$ cat src/rtl/gpr_wb_pkg.sv
// Shared types and widths for the GPR writeback path.
// Used by gpr_wb_fifo and gpr_wb_arbiter (optional bypass port enabled by GPR_WB_BYPASS_EN).
package gpr_wb_pkg;

    localparam int GPR_AW = 5;
    localparam int GPR_DW = 32;

    typedef struct packed {
        logic [GPR_AW-1:0] rt;
        logic [GPR_DW-1:0] data;
    } wb_req_t;

endpackage

$ cat src/rtl/gpr_wb_fifo.sv
// Circular queue of pending load writebacks; exposes occupancy, head and all
// entries reordered oldest-first so a bypass search can scan by age.
module gpr_wb_fifo
    import gpr_wb_pkg::*;
#(
    parameter int DEPTH = 4,
    localparam int AW = $clog2(DEPTH),
    localparam int CW = AW + 1
) (
    input  logic                   CLK,
    input  logic                   RST_N,
    input  logic                   enq,
    input  wb_req_t                enq_req,
    input  logic                   deq,
    output logic [CW-1:0]          count,
    output wb_req_t                head,
    output wb_req_t [DEPTH-1:0]    entries
);

    wb_req_t         mem [DEPTH];
    logic [AW-1:0]   rd_ptr_reg;
    logic [AW-1:0]   wr_ptr_reg;
    logic [CW-1:0]   count_reg;

    // Pointers wrap naturally because DEPTH is a power of two.
    always_ff @(posedge CLK or negedge RST_N) begin
        if (!RST_N) begin
            rd_ptr_reg <= '0;
            wr_ptr_reg <= '0;
            count_reg  <= '0;
        end else begin
            if (enq)
                wr_ptr_reg <= wr_ptr_reg + 1'b1;
            if (deq)
                rd_ptr_reg <= rd_ptr_reg + 1'b1;
            count_reg <= count_reg + CW'(enq) - CW'(deq);
        end
    end

    always_ff @(posedge CLK) begin
        if (enq)
            mem[wr_ptr_reg] <= enq_req;
    end

    assign count = count_reg;
    assign head  = mem[rd_ptr_reg];

    // entries[0] is the head (oldest), entries[count-1] the tail (newest).
    for (genvar gi = 0; gi < DEPTH; gi++) begin : g_age
        assign entries[gi] = mem[rd_ptr_reg + AW'(gi)];
    end

endmodule

$ cat src/rtl/gpr_wb_arbiter.sv
// Writeback arbiter: ALU results win, queued load returns drain when idle or
// when starved. Define GPR_WB_BYPASS_EN to add the operand bypass search port.
module gpr_wb_arbiter
    import gpr_wb_pkg::*;
#(
    parameter int DEPTH      = 4,
    parameter int STARVE_MAX = 7,
    localparam int CW = $clog2(DEPTH) + 1
) (
    input  logic              CLK,
    input  logic              RST_N,
    input  logic              A_VLD,
    output logic              A_RDY,
    input  logic [GPR_AW-1:0] A_RT,
    input  logic [GPR_DW-1:0] A_DATA,
    input  logic              L_VLD,
    output logic              L_RDY,
    input  logic [GPR_AW-1:0] L_RT,
    input  logic [GPR_DW-1:0] L_DATA,
    output logic              WE,
    output logic [GPR_AW-1:0] RW,
    output logic [GPR_DW-1:0] DW,
    output logic [CW-1:0]     QCNT
`ifdef GPR_WB_BYPASS_EN
    ,
    input  logic [GPR_AW-1:0] BYP_R,
    output logic              BYP_HIT,
    output logic [GPR_DW-1:0] BYP_DATA
`endif
);

    localparam int SW = $clog2(STARVE_MAX + 1);
    localparam logic [SW-1:0] STARVE_LIM = SW'(STARVE_MAX);
    localparam logic [CW-1:0] QFULL      = CW'(DEPTH);

    logic                  q_enq;
    logic                  q_deq;
    logic [CW-1:0]         q_count;
    wb_req_t               q_head;
    wb_req_t [DEPTH-1:0]   q_entries;
    wb_req_t               l_req;

    logic                  force_lsu;
    logic                  sel_alu;
    logic                  sel_lsu;

    logic [SW-1:0]         starve_reg, starve_next;
    logic                  we_reg, we_next;
    logic [GPR_AW-1:0]     rw_reg, rw_next;
    logic [GPR_DW-1:0]     dw_reg, dw_next;

    assign l_req.rt   = L_RT;
    assign l_req.data = L_DATA;

    gpr_wb_fifo #(
        .DEPTH   (DEPTH)
    ) u_fifo (
        .CLK     (CLK),
        .RST_N   (RST_N),
        .enq     (q_enq),
        .enq_req (l_req),
        .deq     (q_deq),
        .count   (q_count),
        .head    (q_head),
        .entries (q_entries)
    );

    // Both ready signals are forced low while reset is held.
    assign force_lsu = (q_count != '0) && (starve_reg >= STARVE_LIM);
    assign A_RDY     = RST_N && !force_lsu;
    assign L_RDY     = RST_N && (q_count != QFULL);

    assign sel_alu   = A_VLD && A_RDY;
    assign sel_lsu   = !sel_alu && (q_count != '0);
    assign q_enq     = L_VLD && L_RDY;
    assign q_deq     = sel_lsu;

    always_comb begin
        we_next     = 1'b0;
        rw_next     = rw_reg;
        dw_next     = dw_reg;
        starve_next = starve_reg;
        if (sel_alu) begin
            we_next = 1'b1;
            rw_next = A_RT;
            dw_next = A_DATA;
        end else if (sel_lsu) begin
            we_next = 1'b1;
            rw_next = q_head.rt;
            dw_next = q_head.data;
        end
        if ((q_count == '0) || sel_lsu)
            starve_next = '0;
        else if (starve_reg != STARVE_LIM)
            starve_next = starve_reg + 1'b1;
    end

    always_ff @(posedge CLK or negedge RST_N) begin
        if (!RST_N) begin
            we_reg     <= 1'b0;
            rw_reg     <= '0;
            dw_reg     <= '0;
            starve_reg <= '0;
        end else begin
            we_reg     <= we_next;
            rw_reg     <= rw_next;
            dw_reg     <= dw_next;
            starve_reg <= starve_next;
        end
    end

    assign WE   = we_reg;
    assign RW   = rw_reg;
    assign DW   = dw_reg;
    assign QCNT = q_count;

`ifdef GPR_WB_BYPASS_EN
    // Later matches override earlier ones: output register, then queue head..tail.
    always_comb begin
        BYP_HIT  = 1'b0;
        BYP_DATA = '0;
        if (we_reg && (rw_reg == BYP_R)) begin
            BYP_HIT  = 1'b1;
            BYP_DATA = dw_reg;
        end
        for (int i = 0; i < DEPTH; i++) begin
            if ((CW'(i) < q_count) && (q_entries[i].rt == BYP_R)) begin
                BYP_HIT  = 1'b1;
                BYP_DATA = q_entries[i].data;
            end
        end
    end
`else
    logic unused_entries;
    assign unused_entries = ^q_entries;
`endif

endmodule
$ cat config.mk
export PLATFORM = sky130hd
export DESIGN_NAME = gpr_wb_arbiter
export DESIGN_NICKNAME = d
export VERILOG_FILES = /design/src/rtl/gpr_wb_pkg.sv /design/src/rtl/gpr_wb_fifo.sv /design/src/rtl/gpr_wb_arbiter.sv
export SDC_FILE = /design/constraint.sdc
export NUM_CORES = 1
export LEC_CHECK = 0
export CAP_MARGIN = 20
export CELL_PAD_IN_SITES_DETAIL_PLACEMENT = 1
export CELL_PAD_IN_SITES_GLOBAL_PLACEMENT = 2
export CORE_ASPECT_RATIO = 0.7
export CORE_MARGIN = 2
export CORE_UTILIZATION = 51
export DETAILED_ROUTE_END_ITERATION = 8
export DONT_BUFFER_PORTS = 1
export PLACE_DENSITY_LB_ADDON = 0.2
export REMOVE_ABC_BUFFERS = 1
export SETUP_SLACK_MARGIN = 0.15
export SYNTH_ARGS = -nofsm -noshare
export SYNTH_HDL_FRONTEND = slang
export SYNTH_SLANG_ARGS = --single-unit
$ cat constraint.sdc
create_clock -name CLK -period 7.46 [get_ports CLK]
set_clock_uncertainty 0.05 [all_clocks]
set_input_delay 1.865 -clock CLK [delete_from_list [all_inputs] [get_ports CLK]]
set_output_delay 1.865 -clock CLK [all_outputs]
set_load 0.02 [all_outputs]
==> results.sh <==
export IMPL_post_cts_buffers=0
export IMPL_peak_ir_drop_on_the_vdd_network_mv=0.214
export IMPL_crit_path_cell_trace="o31a_1"
export IMPL_timing_setup_critical_path_class="input pin to primary output"
export IMPL_die_area_um2=16100
export IMPL_cap_violations=0
export IMPL_clkTransAtPathRegs_ns=0.06
export IMPL_vias_in_the_first_global_route=4191
export IMPL_synthTopCellsByArea="sky130_fd_sc_hd__edfxtp_1 58%, sky130_fd_sc_hd__dfrtp_1 16%, sky130_fd_sc_hd__mux4_2 11%"
export IMPL_initial_utilization_pct=52.3
export IMPL_worst_path_dominant_cell_family="compound AO/OA/AOI/OAI gates"
export IMPL_r2r_start="starve_reg[0]$_DFFE_PN0P_"
export IMPL_maximum_number_of_pins_on_one_net_before_global_route_repair=54
export IMPL_final_slew_viol_count=0
export IMPL_holdCritPathClass="flop to flop"
export IMPL_fp_row_count=37
export IMPL_die_height_um=107
export IMPL_grt_overflow=0
export IMPL_floorplan_core_area_um2=14700
export IMPL_setup_repair_after_global_routing_missed_its_margin="false"
export IMPL_fin_setup_tns_ns=0
export IMPL_ff2ff_setup_slack_ns=4.34
export IMPL_postRouteAntennaNets=0
export IMPL_cts_hold_buffers_added=0
export IMPL_layout_min_cycle_time_ns=4.06
export IMPL_reg2regPathDepth=10
export IMPL_num_fill_cells=1236
export IMPL_postCtsResizedCells=0
export IMPL_cts_tree="done"
export IMPL_finalInstanceArea_um2=8610
export IMPL_cp_endpoint="L_RDY"
export IMPL_io_pin_count=121
export IMPL_detail_route_iter0_violations=214
export IMPL_cts_buffer_depth=2
export IMPL_layout_drive_gt1_share_pct=31.7
export IMPL_port_buffers=0
export IMPL_post_synth_top_area_fraction_pct=57.7
export IMPL_crit_path_start_kind="input pin"
export IMPL_placedInstanceArea_um2=7870
export IMPL_synth_distinct_cells=28
export IMPL_final_weighted_congestion_in_routability_driven_placement=0.709
export IMPL_outcome="complete, no violations"
export IMPL_worst_ep_arrival_time_ns=2.14
export IMPL_critPathCaptureType="primary output"
export IMPL_layout_nets=462
export IMPL_wl_um=16400
export IMPL_detailedPlacementHpwl_um=9160
export IMPL_num_antenna_cells=0
export IMPL_later_pin_clock_latency_in_the_skew_report_ns=0.43
export IMPL_cts_root_buffer="sky130_fd_sc_hd__clkbuf_16"
export IMPL_powerDensity_nw_per_um2=408
export IMPL_critical_path_peak_fanout=53
export IMPL_final_cell_mix="148 x sky130_fd_sc_hd__edfxtp_1, 46 x sky130_fd_sc_hd__dfrtp_1, 37 x sky130_fd_sc_hd__mux4_2, 37 x sky130_fd_sc_hd__a211o_1, 37 x sky130_fd_sc_hd__o221a_2"
export IMPL_cts_buffers_inserted=17
export IMPL_timing_critical_path_slowest_cell_delay_ns=0.25
export IMPL_grt_first_pass_wirelength_um=24600
export IMPL_syn_instance_count=378
export IMPL_largest_register_ffs=148
export IMPL_critical_path_n_buffers_inverters=0
export IMPL_p_leak_nw=2.97
export IMPL_grt_antenna_before_repair=0
export IMPL_fin_total_pwr_mw=3.52
export IMPL_die_w_um=151
export IMPL_seq_area_frac_synth_pct=73.3
export IMPL_viasPerCell=6.42
export IMPL_max_flop_register="u_fifo.mem"
export IMPL_max_slew_worst_pin_slew_ns=1.08
export IMPL_critical_r2r_capture="u_fifo.count[2]$_DFF_PN0_"
export IMPL_post_route_drc_count=0
export IMPL_postSynthRegisterBits=196
export IMPL_startpoint="RST_N"
export IMPL_slowest_stage="sky130_fd_sc_hd__o31a_1"
export IMPL_layout_commonest_cell="sky130_fd_sc_hd__edfxtp_1"
export IMPL_global_route_usage_total_pct=21.5
export IMPL_setup_viol=0
export IMPL_detail_route_first_pass_iterations=4
export IMPL_syn_avg_cell_area_um2=20.4
export IMPL_max_freq_mhz=246
export IMPL_yosysWarningCount=0
export IMPL_cts_htree_levels=4
export IMPL_num_vias=3741
export IMPL_area_growth_pct=11.8
export IMPL_holdWs_ns=0.502
export IMPL_wire_per_inst_um=28.1
export IMPL_syn_cell_area_um2=7700
export IMPL_netlist_top_cell_by_area="sky130_fd_sc_hd__edfxtp_1"
export IMPL_slew_headroom_pct=28.0
export IMPL_total_area_of_multi_input_combinational_cells_um2=1930
export IMPL_cp_depth=1
export IMPL_cp_required_ns=5.55
export IMPL_sequential_cell_area_um2=5650
export IMPL_numClockSinks=196
export IMPL_layout_worst_path_cycle_share_pct=54.4
export IMPL_finalHoldViolations=0
through the flow:
step,std cells,utilization [%],worst slack [ns]
3_3_place_gp,548,53.5,3.35
6_report,583,58.5,3.40
2_1_floorplan,350,-,2.80
3_5_place_dp,548,53.5,3.29
4_1_cts,580,58.0,3.41
5_1_grt,583,58.5,3.40
cell families (layout without fill, tap and decap cells):
family          Yosys count  count (layout)  share of synthesized area [%]
fa+ha+maj                 9               9                           1.56
flops                   196             196                           73.3
xor+xnor                  5               5                          0.568
compound gates           81              81                           10.3
simple gates             14              14                           1.14
mux                      38              38                           11.0
buf+inv                  35              45                           2.16
synthesized netlist by cell type (all sizes together):
| library cell | count |
|---|---|
| o221a | 37 |
| o311a | 2 |
| xnor2 | 2 |
| fa | 1 |
| a21oi | 1 |
| buf | 16 |
| inv | 7 |
| o31a | 1 |
| clkbuf | 12 |
| mux4 | 37 |
| and3 | 1 |
| xor2 | 3 |
| edfxtp | 148 |
| o21ai | 1 |
| a211o | 37 |
| nor3 | 2 |
| a31oi | 1 |
| mux2 | 1 |
| nand2 | 3 |
| and2 | 5 |
| or3 | 1 |
| dfrtp | 48 |
| o21a | 1 |
| ha | 8 |
| nor4b | 2 |
worst min path at each step:
stage	start	cells after the start	end
after CTS	starve_reg[0]$_DFFE_PN0P_	1	starve_reg[0]$_DFFE_PN0P_
after global routing	starve_reg[0]$_DFFE_PN0P_	1	starve_reg[0]$_DFFE_PN0P_
final	starve_reg[0]$_DFFE_PN0P_	1	starve_reg[0]$_DFFE_PN0P_
after global placement	starve_reg[0]$_DFFE_PN0P_	1	starve_reg[0]$_DFFE_PN0P_
after floorplan	starve_reg[0]$_DFFE_PN0P_	1	starve_reg[0]$_DFFE_PN0P_
after detailed placement	starve_reg[0]$_DFFE_PN0P_	1	starve_reg[0]$_DFFE_PN0P_
layout make-up:
| cell class | count | share of cell area (%) |
|---|---|---|
| inverters | 7 | 0.305 |
| well taps | 195 | 2.83 |
| clock buffers | 19 | 5.14 |
| repair buffers | 6 | 1.05 |
| flip-flops and latches | 196 | 65.6 |
| clock inverters | 13 | 2.66 |
| multi-input cells | 147 | 22.4 |
report_power, final:
group | switching [mW] | leakage (nW) | internal [mW]
logic | 0.314 | 0.753 | 0.432
clock network | 0.392 | 0.327 | 0.638
registers | 0.346 | 1.89 | 1.40
layer usage:
metal,track usage [%],part of all wire (%)
met5,0,0
met4,7.41,1.4
met3,8.51,8.4
met2,34.8,49
met1,26.6,41
Note: power is estimated with default switching activity, not from simulation.
